`config.mk`:
```
export PLATFORM = sky130hd
export DESIGN_NAME = clock_set_controller
export DESIGN_NICKNAME = d
export VERILOG_FILES = /design/src/rtl/clock_pkg.sv /design/src/rtl/btn_repeat.sv /design/src/rtl/clock_set_controller.sv
export SDC_FILE = /design/constraint.sdc
export NUM_CORES = 1
export LEC_CHECK = 0
export CORE_UTILIZATION = 55
export CTS_CLUSTER_SIZE = 20
export DETAILED_ROUTE_END_ITERATION = 10
export DONT_BUFFER_PORTS = 1
export PLACE_DENSITY = 0.7
export SYNTH_ARGS = -nofsm -noshare
export SYNTH_HDL_FRONTEND = slang
export SYNTH_HIERARCHICAL = 1
export SYNTH_SLANG_ARGS = --single-unit
export TNS_END_PERCENT = 50
```
`constraint.sdc`:
```
create_clock -name i_clk -period 5.1 [get_ports i_clk]
set_input_delay 0.765 -clock i_clk [delete_from_list [all_inputs] [get_ports i_clk]]
set_output_delay 0.765 -clock i_clk [all_outputs]
set_load 0.01 [all_outputs]
```
`src/rtl/clock_pkg.sv`:
```
// clock_pkg: state encoding and BCD constants shared by the clock set controller
package clock_pkg;
   typedef enum logic [1:0] {RUN = 2'd0, SET_HR = 2'd1, SET_MIN = 2'd2, SET_SEC = 2'd3} mode_e;
   localparam logic [7:0] BCD_59 = 8'h59;
   localparam logic [7:0] BCD_00 = 8'h00;
   function automatic mode_e next_mode(input mode_e m);
      return mode_e'(m + 2'd1);
   endfunction
endpackage

```
`src/rtl/btn_repeat.sv`:
```
// btn_repeat: one step per rising edge, then auto-repeat while held
module btn_repeat #(
   parameter int REPEAT_DELAY = 8,
   parameter int REPEAT_RATE  = 4
) (
   input  logic i_clk,
   input  logic i_reset_n,
   input  logic i_tick,
   input  logic i_btn,
   input  logic i_block,
   output logic o_press,
   output logic o_step
);
   localparam int CMAX = REPEAT_DELAY > REPEAT_RATE ? REPEAT_DELAY : REPEAT_RATE;
   localparam int CW = $clog2(CMAX + 1);
   logic [CW-1:0] cnt;
   logic armed, btn_q, act, rep, hit;
   always_comb begin
      o_press = armed & i_btn & ~btn_q;
      hit = act & i_tick & (cnt == (rep ? CW'(REPEAT_RATE - 1) : CW'(REPEAT_DELAY - 1)));
      o_step = ~i_block & (o_press | hit);
   end
   // act only arms on a real press, so a level held across reset never repeats
   always_ff @(posedge i_clk or negedge i_reset_n)
      if (!i_reset_n) begin
         armed <= 1'b0;
         btn_q <= 1'b0;
         act <= 1'b0;
         rep <= 1'b0;
         cnt <= '0;
      end else begin
         armed <= 1'b1;
         btn_q <= i_btn;
         if (~i_btn | i_block) begin
            act <= 1'b0;
            rep <= 1'b0;
            cnt <= '0;
         end else if (o_press) begin
            act <= 1'b1;
            rep <= 1'b0;
            cnt <= '0;
         end else if (act & i_tick) begin
            cnt <= hit ? '0 : cnt + 1'b1;
            rep <= rep | hit;
         end
      end
endmodule

```
`src/rtl/clock_set_controller.sv`:
```
// clock_set_controller: RUN-mode seconds prescaler with carry, plus button-driven
// hour/minute/second setting with auto-repeat, idle timeout and blink mask
module clock_set_controller import clock_pkg::*; #(
   parameter int TICKS_PER_SEC = 16,
   parameter int REPEAT_DELAY  = 8,
   parameter int REPEAT_RATE   = 4,
   parameter int TIMEOUT_TICKS = 480
) (
   input  logic       i_clk,
   input  logic       i_reset_n,
   input  logic       i_tick,
   input  logic       i_btn_mode,
   input  logic       i_btn_up,
   input  logic       i_btn_down,
   input  logic [7:0] i_sec_q,
   input  logic [7:0] i_min_q,
   output logic       o_sec_ena,
   output logic       o_sec_up,
   output logic       o_sec_down,
   output logic       o_sec_wr,
   output logic [7:0] o_sec_in,
   output logic       o_min_ena,
   output logic       o_min_up,
   output logic       o_min_down,
   output logic       o_hr_ena,
   output logic       o_hr_up,
   output logic       o_hr_down,
   output logic [1:0] o_mode,
   output logic [2:0] o_blink
);
   localparam int PW = $clog2(TICKS_PER_SEC + 1);
   localparam int IW = $clog2(TIMEOUT_TICKS + 1);
   mode_e state;
   logic [PW-1:0] psc;
   logic [IW-1:0] idle;
   logic [3:0] blink;
   logic armed, mode_q, mode_edge, any_press, sec_step, timeout, blocked;
   logic up_press, up_step, dn_press, dn_step, set_step;
   assign blocked = i_btn_up & i_btn_down;
   btn_repeat #(.REPEAT_DELAY(REPEAT_DELAY), .REPEAT_RATE(REPEAT_RATE)) u_up (
      .i_clk(i_clk), .i_reset_n(i_reset_n), .i_tick(i_tick), .i_btn(i_btn_up),
      .i_block(blocked), .o_press(up_press), .o_step(up_step));
   btn_repeat #(.REPEAT_DELAY(REPEAT_DELAY), .REPEAT_RATE(REPEAT_RATE)) u_dn (
      .i_clk(i_clk), .i_reset_n(i_reset_n), .i_tick(i_tick), .i_btn(i_btn_down),
      .i_block(blocked), .o_press(dn_press), .o_step(dn_step));
   always_comb begin
      mode_edge = armed & i_btn_mode & ~mode_q;
      any_press = mode_edge | up_press | dn_press;
      sec_step = i_tick & (psc == PW'(TICKS_PER_SEC - 1));
      timeout = i_tick & (idle == IW'(TIMEOUT_TICKS - 1));
      set_step = up_step | dn_step;
   end
   assign o_mode = state;
   assign o_sec_in = BCD_00;
   assign o_blink = {(state == SET_HR) & blink[3], (state == SET_MIN) & blink[3], (state == SET_SEC) & blink[3]};
   // a mode edge outranks any step in the same cycle, and the timeout outranks steps
   always_ff @(posedge i_clk or negedge i_reset_n)
      if (!i_reset_n) begin
         state <= RUN;
         psc <= '0;
         idle <= '0;
         blink <= '0;
         armed <= 1'b0;
         mode_q <= 1'b0;
         {o_sec_ena, o_sec_up, o_sec_down, o_sec_wr, o_min_ena, o_min_up, o_min_down, o_hr_ena, o_hr_up, o_hr_down} <= '0;
      end else begin
         armed <= 1'b1;
         mode_q <= i_btn_mode;
         {o_sec_ena, o_sec_up, o_sec_down, o_sec_wr, o_min_ena, o_min_up, o_min_down, o_hr_ena, o_hr_up, o_hr_down} <= '0;
         if (mode_edge) begin
            state <= next_mode(state);
            idle <= '0;
            if (state == SET_SEC) begin
               psc <= '0;
               blink <= '0;
            end
         end else if (state == RUN) begin
            if (i_tick) psc <= sec_step ? '0 : psc + 1'b1;
            o_sec_ena <= sec_step;
            o_sec_up <= sec_step;
            o_min_ena <= sec_step & (i_sec_q == BCD_59);
            o_min_up <= sec_step & (i_sec_q == BCD_59);
            o_hr_ena <= sec_step & (i_sec_q == BCD_59) & (i_min_q == BCD_59);
            o_hr_up <= sec_step & (i_sec_q == BCD_59) & (i_min_q == BCD_59);
         end else if (timeout) begin
            state <= RUN;
            psc <= '0;
            idle <= '0;
            blink <= '0;
         end else begin
            idle <= any_press ? '0 : idle + IW'(i_tick);
            blink <= blink + 4'(i_tick);
            o_hr_ena <= (state == SET_HR) & set_step;
            o_hr_up <= (state == SET_HR) & up_step;
            o_hr_down <= (state == SET_HR) & dn_step;
            o_min_ena <= (state == SET_MIN) & set_step;
            o_min_up <= (state == SET_MIN) & up_step;
            o_min_down <= (state == SET_MIN) & dn_step;
            o_sec_ena <= (state == SET_SEC) & set_step;
            o_sec_wr <= (state == SET_SEC) & set_step;
            if ((state == SET_SEC) & set_step) psc <= '0;
         end
      end
endmodule

```
# After elaboration in Yosys (flattened, before gate mapping)
# Index checks and enable logic that the tools add are counted.
[totals]
ff_bits = 45
latch_bits = 0
ram_bits = 0
rom_bits = 0
input_bits = 22
output_inout_bits = 23
word_cells = 156
memories = 0
[op_classes]
add_sub_neg = 6
n_mul = 0
n_div = 0
magnitude_cmp = 0
n_eq_ne = 12
shifts = 0
muxes = 63
bitwise_logic = 42
reduce_logical = 10
[ops]
columns = ["operator", "n"]
rows = [
  ["4-bit 2-to-1 mux", 12],
  ["9-bit 2-to-1 mux", 4],
  ["1-bit 2-to-1 mux", 35],
  ["5-bit 2-to-1 mux", 7],
  ["1-bit bitwise AND", 27],
  ["8-bit by 7-bit == test with 1-bit output, second input constant", 2],
  ["9-bit by 1-bit adder with 9-bit output", 1],
  ["9-bit == test, second input constant", 1],
  ["1-bit OR", 9],
  ["4-bit by 1-bit adder with 4-bit output, second input constant", 2],
  ["4-bit == test", 2],
  ["2-bit 2-to-1 mux", 3],
  ["3-bit 2-to-1 mux", 2],
  ["1-bit inverter", 6],
  ["2-bit nonzero test", 3],
  ["3-bit nonzero test", 2],
  ["5-bit by 1-bit adder with 5-bit output, second input constant", 1],
  ["5-bit by 4-bit == test with 1-bit output, second input constant", 1],
  ["4-bit by 1-bit adder with 4-bit output", 1],
  ["2-bit == test, second input constant", 2],
  ["2-bit AND reduction", 2],
  ["4-bit nonzero test", 1],
  ["3-bit inequality test, second input constant", 1],
  ["3-bit AND reduction", 1],
  ["5 further kinds", 5],
]

# Logic depth before layout (Yosys ltp)
# Gate-level depths: netlist of run 1.
[depth]
ltp_word = 11
depth_mapped = 8
ltp_nobuf = 8

# Hierarchy
# Netlist of run 1, hierarchy kept.
[modules_own_cells]
columns = ["mod", "n_inst", "cells_each", "area_each_um2", "seq_area_each_um2"]
rows = [
  ["clock_set_controller", 1, 170, 1707.9, 775.7],
  ["btn_repeat", 2, 38, 384.1, 200.2],
]

# Worst setup path before layout of run 1
# No wires, ideal clock.
[synth_timing]
kind = "input port to flip-flop"
startpoint = "input port i_btn_up"
endpoint = "register psc[1]"
setup_ps = 79
arrival_time_ps = 1960
t_required_ps = 5021
path_slack_ps = 3061
stages = 6
n_path_buf = 0
path_cell_list = "and2_1 > a21oi_1 > or2_2 > nand2_1 > a311oi_2 > mux2i_1"
[synth_between]
elab_chain_len = 8
word_cells_on_any_way = 11
classes_between = "9 x bitwise; 2 x reduce/logical"
[synth_lines]
columns = ["element", "line", "text"]
rows = [
  ["start, declared", "clock_set_controller.sv:13", "input logic i_btn_up,"],
  ["1-bit bitwise AND (2 in series)", "btn_repeat.sv:19", "o_press = armed & i_btn & ~btn_q;"],
  ["1-bit OR", "btn_repeat.sv:21", "o_step = ~i_block & (o_press | hit);"],
  ["1-bit bitwise AND (*)", "btn_repeat.sv:21", ""],
  ["named net up_step", "clock_set_controller.sv:38", "logic up_press, up_step, dn_press, dn_step, set_step;"],
  ["1-bit OR (*)", "clock_set_controller.sv:51", "set_step = up_step | dn_step;"],
  ["1-bit bitwise AND (*)", "clock_set_controller.sv:101", "if ((state == SET_SEC) & set_step) psc <= '0;"],
  ["4-bit nonzero test (no source line) (*)", "n/a", ""],
  ["3-bit AND reduction (no source line) (*)", "n/a", ""],
  ["end signal, assigned", "clock_set_controller.sv:78", "if (i_tick) psc <= sec_step ? '0 : psc + 1'b1;"],
  ["end, declared", "clock_set_controller.sv:34", "logic [PW-1:0] psc;"],
]
# Mark *: on every way through the listed nets, which the timed path passes. The rest lies on a longest branch.
# A chain may end at the register's enable or synchronous reset.

# Worst setup path in the final report of run 1
[layout_timing]
startpoint = "register u_up.cnt[0]"
endpoint = "register psc[1]"
[layout_between]
elab_chain_len = 8
[layout_lines]
columns = ["element", "line", "text"]
rows = [
  ["start, declared", "btn_repeat.sv:16", "logic [CW-1:0] cnt;"],
  ["start signal, assigned", "btn_repeat.sv:43", "cnt <= hit ? '0 : cnt + 1'b1;"],
  ["4-bit == test", "btn_repeat.sv:20", "hit = act & i_tick & (cnt == (rep ? CW'(REPEAT_RATE - 1) : CW'(REPEAT_DELAY - 1)));"],
  ["1-bit bitwise AND", "btn_repeat.sv:20", ""],
  ["1-bit OR", "btn_repeat.sv:21", ""],
  ["1-bit bitwise AND", "btn_repeat.sv:21", ""],
  ["named net up_step", "clock_set_controller.sv:38", ""],
  ["1-bit OR", "clock_set_controller.sv:51", ""],
  ["1-bit bitwise AND", "clock_set_controller.sv:101", ""],
  ["4-bit nonzero test (no source line)", "n/a", ""],
  ["3-bit AND reduction (no source line)", "n/a", ""],
]
# The timed path passes the listed nets, and every way through them passes these cells.

==> flow_summary.yaml, run 1 <==
logic_synthesis:
  synth_edf_count: 0
  yosysMostFrequentCell: "dfrtp_1"
  netlist_area_um2: 2480
  ys_top_cells_by_count: "dfrtp_1 (47), nand2_1 (22), a21oi_1 (16)"
  synth-simple-area-share: 0.210
  synth_xor_area_frac: 0.0318
  synth_flop_cell: "dfrtp_1"
  synth_compound_area_frac: 0.154
  synthMuxAreaShare: 0.0121
  syn_avg_cell_area_um2: 10.1
  ys_seq_area_frac: 0.475
  synth.area.top_cells: "dfrtp_1 (47%), ha_1 (5.6%), nand2_1 (3.3%)"
  synth_top_area_frac: 0.475
  synth_adder_area_share: 0.0556
  syn_inst: 246
  yosysWarnings: 6
  yosys_register_bits: 47
  async_flop_share: 1.00
  yosys.area.top_type: "dfrtp_1"
  synth_top_family_by_area: "simple AND/OR/NAND/NOR gates"
  ys_types: 53
worst_setup_path:
  critPathMaxFanout: 5
  endpoint_kind: "register"
  start_kind: "register"
  reg2reg_depth: 8
  arrival_ns: 2.45
  criticalPathCategory: "register to register"
  crit_required_ns: 5.34
pwr:
  ir_drop_v: 0.000206
  combinationalPowerShare: 0.195
  intPower_uw: 657
  power_frac_seq: 0.503
  p_leak_uw: 0.00116
  swShare: 0.300
  p_sw_uw: 282
  clkPwrFrac: 0.302
  power_uw: 939
  power.density_nw_per_um2: 361
flow_run:
  maxCapViolCount: 0
detailed_routing:
  dr.pass1.iters: 4
  antenna_left: 0
  first_iter_violations: 107
  num_vias: 1768
  drc: 0
  routedWlPerCell_um: 15.3
  drt-total-wl_um: 4580
  routed_via_density: 5.89
floorplan:
  rows: 24
  dieHeight_um: 69.1
  initial_utilization: 0.569
  dieArea_um2: 4770
  coreArea_um2: 4350
  io_pins: 45
  fp.dieW_um: 69.1
sta:
  rsz0062_at_grt: "false"
  fin_setup_tns_ns: 0
  hold_violations: 0
  relSlewSlack: 0.656
  fin_skew_ns: 0.00994
  timing.final.crit_share: 0.435
  fmax_mhz: 451
  drv_slew: 0
  setup_viol: 0
  worst_pin_slew_ns: 0.503
  final.setup.worst_slack_ns: 2.88
  finalCriticalPeriod_ns: 2.22
clock_network:
  clk_pin_slew_ns: 0.09
  cts_sinks: 47
  cts.path.max_buffers: 2
  clkLatencyLatePin_ns: 0.31
  cts.root.buffer_cell: "clkbuf_8"
  post_cts_buffers: 0
  htree_levels: 2
  tritoncts: "built"
  cts_inserted_buffers: 5
  cts_resized: 0
  ctsHoldBuffers: 0
final_layout:
  drive_gt1_frac: 0.0766
  nFillCells: 371
  syn_to_final_growth_pct: 5.10
  nNetsFinal: 280
  diodes: 0
  regArea_um2: 1180
  stdcell_area_um2: 2600
  multiInputGateArea_um2: 1190
global_routing:
  grt_pass1_vias: 1576
  grt_pass1_wl_um: 7610
  grt_overflow: 0
  track_usage: 0.203
  antenna_found_initial: 0
  grt_max_degree: 48
hold_path:
  hp-class: "primary input to async pin"
place:
  portBuffers: 0
  dp_slack_ns: 2.86
  place_hpwl_um: 3250
  place_congestion: 0.801
  placed_area_um2: 2480
run_status:
  status: "complete, no violations"
-- kinds of logic after synthesis --
family	count (synthesis)
AO/OA/AOI/OAI	53
XOR/XNOR	9
adder cells (fa/ha/maj)	11
buffers and inverters	28
flip-flops	47
multiplexers	3
other	4
AND/OR/NAND/NOR	91
-- path summary, 6_finish.rpt --
check                                        start                   end  slack (ns)
setup / recovery           u_up/cnt[0]$_DFFE_PN0P_    psc[1]$_DFFE_PN0P_        2.88
hold / removal                           i_reset_n    o_sec_up$_DFF_PN0_        0.14
setup reg to reg           u_up/cnt[0]$_DFFE_PN0P_    psc[1]$_DFFE_PN0P_        2.88
hold reg to reg                 psc[0]$_DFFE_PN0P_    psc[0]$_DFFE_PN0P_        0.51
max in group asynchronous                i_reset_n   idle[4]$_DFFE_PN0P_        4.86
min in group i_clk                      i_btn_down  u_dn/btn_q$_DFF_PN0_        0.48
-- power by group through the flow --
stage                     combinational, uW  clock [uW]  sequential [uW]
final                                   183         284              473
after global routing                    206         306              480
after CTS                               183         287              471
after detailed placement                182           0              479
after global placement                  180           0              477
after floorplan                         155           0              467
-- state kept, by name, indices dropped and copies added, names as in the netlist, 2 cells and up --
name,flops
o_mode,2
u_dn/cnt,4
idle,9
psc,5
u_up/cnt,4
blink,4
-- worst max-delay path, stage by stage (launching register included) --
cell	delay, ns
dfrtp_1	0.40
ha_1	0.17
nor2b_1	0.17
nand4_1	0.16
a21oi_1	0.27
or2_2	0.18
nand2_1	0.09
a311oi_2	0.49
mux2i_1	0.23
-- final cells by class --
cell class	instances	share of cell area
tap	52	0.0250
inverter	14	0.0202
clock inverter	2	0.0135
sequential	47	0.452
multi-input combinational	179	0.458
clock buffer	6	0.0317
-- routing by layer --
metal | GRT usage | vias up | wire [um]
li1 | - | 866 | -
met1 | 0.299 | 843 | 2300
met2 | 0.286 | 53 | 1990
met3 | 0.0526 | 6 | 215
met4 | 0.0771 | 0 | 68
met5 | 0 | - | 0
-- cell usage in the layout, fill, tap and decap left out, types with 2 or more instances in the layout --
cell / Yosys / layout
a211oi_1: 2 / 2
clkbuf_8: 0 / 6
o2111ai_1: 3 / 3
inv_1: 14 / 14
nand4_1: 5 / 5
xnor2_1: 5 / 5
nor3b_1: 2 / 2
mux2i_1: 3 / 3
and4_2: 2 / 2
nor2b_1: 5 / 5
and3_1: 3 / 3
o211ai_1: 2 / 2
a21o_1: 2 / 2
nand3_1: 11 / 11
ha_1: 11 / 11
o21ai_0: 8 / 8
nor3_1: 8 / 8
a32o_1: 3 / 3
xor2_1: 4 / 4
and2_1: 6 / 6
nor2_1: 10 / 10
or4bb_1: 3 / 3
dfrtp_1: 47 / 47
a2111o_1: 2 / 2
nand2_1: 22 / 22
conb_1: 4 / 12
nand2_2: 2 / 2
a22o_1: 2 / 2
or3b_1: 3 / 3
a211o_2: 2 / 2
a21oi_1: 16 / 16
-- stage by stage --
step	instances	hold WS, ns	util
after floorplan	254	0.469	-
after global placement	292	0.470	0.571
after detailed placement	292	0.470	0.571
after CTS	300	0.139	0.598
after global routing	300	0.130	0.598
final	300	0.141	0.598
Power figures use the tool's default switching activity.
==> run 2, diff against run 1 <==
Clock period 5.1 ns to 2.05 ns, I/O delays scaled along.
==> flow_summary.yaml, run 2 (same netlist as run 1, synthesis figures left out) <==
sta:
  hold_violations: 0
  relSlewSlack: 0.655
  drv_slew: 0
  rsz0062_at_grt: "false"
  finalCriticalPeriod_ns: 1.93
  setup_viol: 0
  fin_skew_ns: 0.00988
  fin_setup_tns_ns: 0
  fmax_mhz: 518
  timing.final.crit_share: 0.942
  holdWs_ns: 0.0174
  worst_pin_slew_ns: 0.517
final_layout:
  final_common_cell: "dfrtp_1"
  drive_gt1_frac: 0.156
  stdcell_area_um2: 2780
  final_cell_mix: "dfrtp_1 (47), nand2_1 (21), inv_1 (14), a21oi_1 (14)"
  largest_register_ffs: 9
  syn_to_final_growth_pct: 12.4
  diodes: 0
  nNetsFinal: 294
  regArea_um2: 1180
  regMostFlops: "idle"
  multiInputGateArea_um2: 1230
  nFillCells: 343
  top_regs: "idle (9), psc (5)"
detailed_routing:
  drt-total-wl_um: 5030
  first_iter_violations: 103
  drc: 0
  num_vias: 1864
  antenna_left: 0
  dr.pass1.iters: 4
  routed_via_density: 5.94
  routedWlPerCell_um: 16.0
pwr:
  ir_drop_v: 0.000535
  power_frac_seq: 0.464
  swShare: 0.303
  p_leak_uw: 0.00124
  clkPwrFrac: 0.325
  intPower_uw: 1760
  power.density_nw_per_um2: 910
  combinationalPowerShare: 0.212
  p_sw_uw: 768
worst_setup_path:
  reg2reg_depth: 9
  crit_path_top_delay_cell: "dfrtp_1"
  crit_required_ns: 2.27
  r2r_start: "u_dn/cnt[1]$_DFFE_PN0P_"
  criticalPathCategory: "register to register"
  cp.depth: 9
  endpoint_kind: "register"
  cp_cell_sequence: "ha_1 -> nor2b_2 -> nand4_1 -> a21oi_2 -> or2_2 -> nand2_2 -> a311oi_2 -> buf_4 -> o221ai_1"
  critPathMaxFanout: 5
  cp_num_buf_inv: 1
  reg2reg_to: "psc[2]$_DFFE_PN0P_"
  arrival_ns: 2.15
  rrSetupSlack_ns: 0.12
  start_kind: "register"
  critPathTopFamily: "simple AND/OR/NAND/NOR gates"
  slowest_delay_ns: 0.41
hold_path:
  holdPathEnd: "mode_q$_DFF_PN0_"
  hold_start: "i_btn_mode"
  hp-class: "primary input to register"
  holdPathStages: 0
global_routing:
  track_usage: 0.223
  grt.busiest_layer: "met2"
  met3_usage: 0.0497
  met1_usage: 0.297
  grt_use_met2: 0.359
  grt_pass1_wl_um: 8480
  grt_max_degree: 48
  grt_overflow: 0
  grt_pass1_vias: 1789
  antenna_found_initial: 0
place:
  place_hpwl_um: 3380
  placed_area_um2: 2550
  portBuffers: 0
  place_congestion: 0.763
clock_network:
  tritoncts: "built"
  cts_inserted_buffers: 5
  clk_pin_slew_ns: 0.10
  cts.root.buffer_cell: "clkbuf_8"
  htree_levels: 2
  cts.path.max_buffers: 2
  cts_sinks: 47
  clkLatencyLatePin_ns: 0.31
floorplan:
  dieHeight_um: 69.1
  initial_utilization: 0.569
  dieArea_um2: 4770
  fp.dieW_um: 69.1
  io_pins: 45
  coreArea_um2: 4350
  rows: 24
run_status:
  status: "complete, no violations"
flow_run:
  maxCapViolCount: 0
[run 2: cell types whose count changed in the layout (fill, tap and decap cells not counted), sizes merged]
cell and delta:
dlygate4sd3 +1, clkinvlp +1, clkinv -1, buf +13, bufinv +1, clkbuf -1
[run 2: cell type report]
class | instances | area share
clock buffers | 5 | 0.0247
repair buffers | 14 | 0.0458
well taps | 52 | 0.0234
multi-input cells | 179 | 0.440
inverters | 14 | 0.0189
clock inverters | 3 | 0.0243
flip-flops and latches | 47 | 0.422
[run 2: per-layer routing]
layer,wire [um],vias up
li1,-,895
met1,2290,901
met2,2400,60
met3,266,8
met4,72,0
met5,0,-
[run 2: worst max path at each step]
| stage | from | endpoint | slack (ns) |
|---|---|---|---|
| floorplan | u_up/cnt[0]$_DFFE_PN0P_ | psc[1]$_DFFE_PN0P_ | 0.14 |
| global placement | u_up/cnt[0]$_DFFE_PN0P_ | psc[1]$_DFFE_PN0P_ | 0.10 |
| detailed placement | u_up/cnt[0]$_DFFE_PN0P_ | psc[2]$_DFFE_PN0P_ | 0.003 |
| CTS | u_up/cnt[0]$_DFFE_PN0P_ | psc[1]$_DFFE_PN0P_ | 0.006 |
| global route | u_up/cnt[0]$_DFFE_PN0P_ | psc[1]$_DFFE_PN0P_ | 0.002 |
| finish | u_dn/cnt[1]$_DFFE_PN0P_ | psc[2]$_DFFE_PN0P_ | 0.12 |
[run 2: power groups by stage]
stage | combinational, uW | clock (uW) | sequential, uW
6_report | 536 | 822 | 1170
5_1_grt | 608 | 861 | 1190
4_1_cts | 525 | 832 | 1170
3_5_place_dp | 496 | 0 | 1190
3_3_place_gp | 480 | 0 | 1180
2_1_floorplan | 385 | 0 | 1160
[run 2: repair_timing]
item / CTS / global route
pin swaps: 0 / 5
resized for setup: 3 / 7
endpoints found under the setup margin: 3 / 10
hold endpoints to repair: 47 / 0
buffers inserted: 0 / 3
hold buffers: 2 / 0
[run 2: per-stage QoR]
step	cells	utilization	total power [uW]	setup WS (ns)
finish	314	0.639	2530	0.118
global route	314	0.639	2660	0.00173
CTS	311	0.628	2530	0.00608
detailed placement	301	0.586	1680	0.00324
global placement	301	0.586	1660	0.102
floorplan	254	-	1550	0.144
[run 2: worst reg2reg max path, delay by kind of cell, from the launching register on]
family / cells / cell delay [ns]
fa+ha+maj: 1 / 0.20
flops: 1 / 0.41
compound gates: 3 / 0.34
simple gates: 4 / 0.73
buf+inv: 1 / 0.18
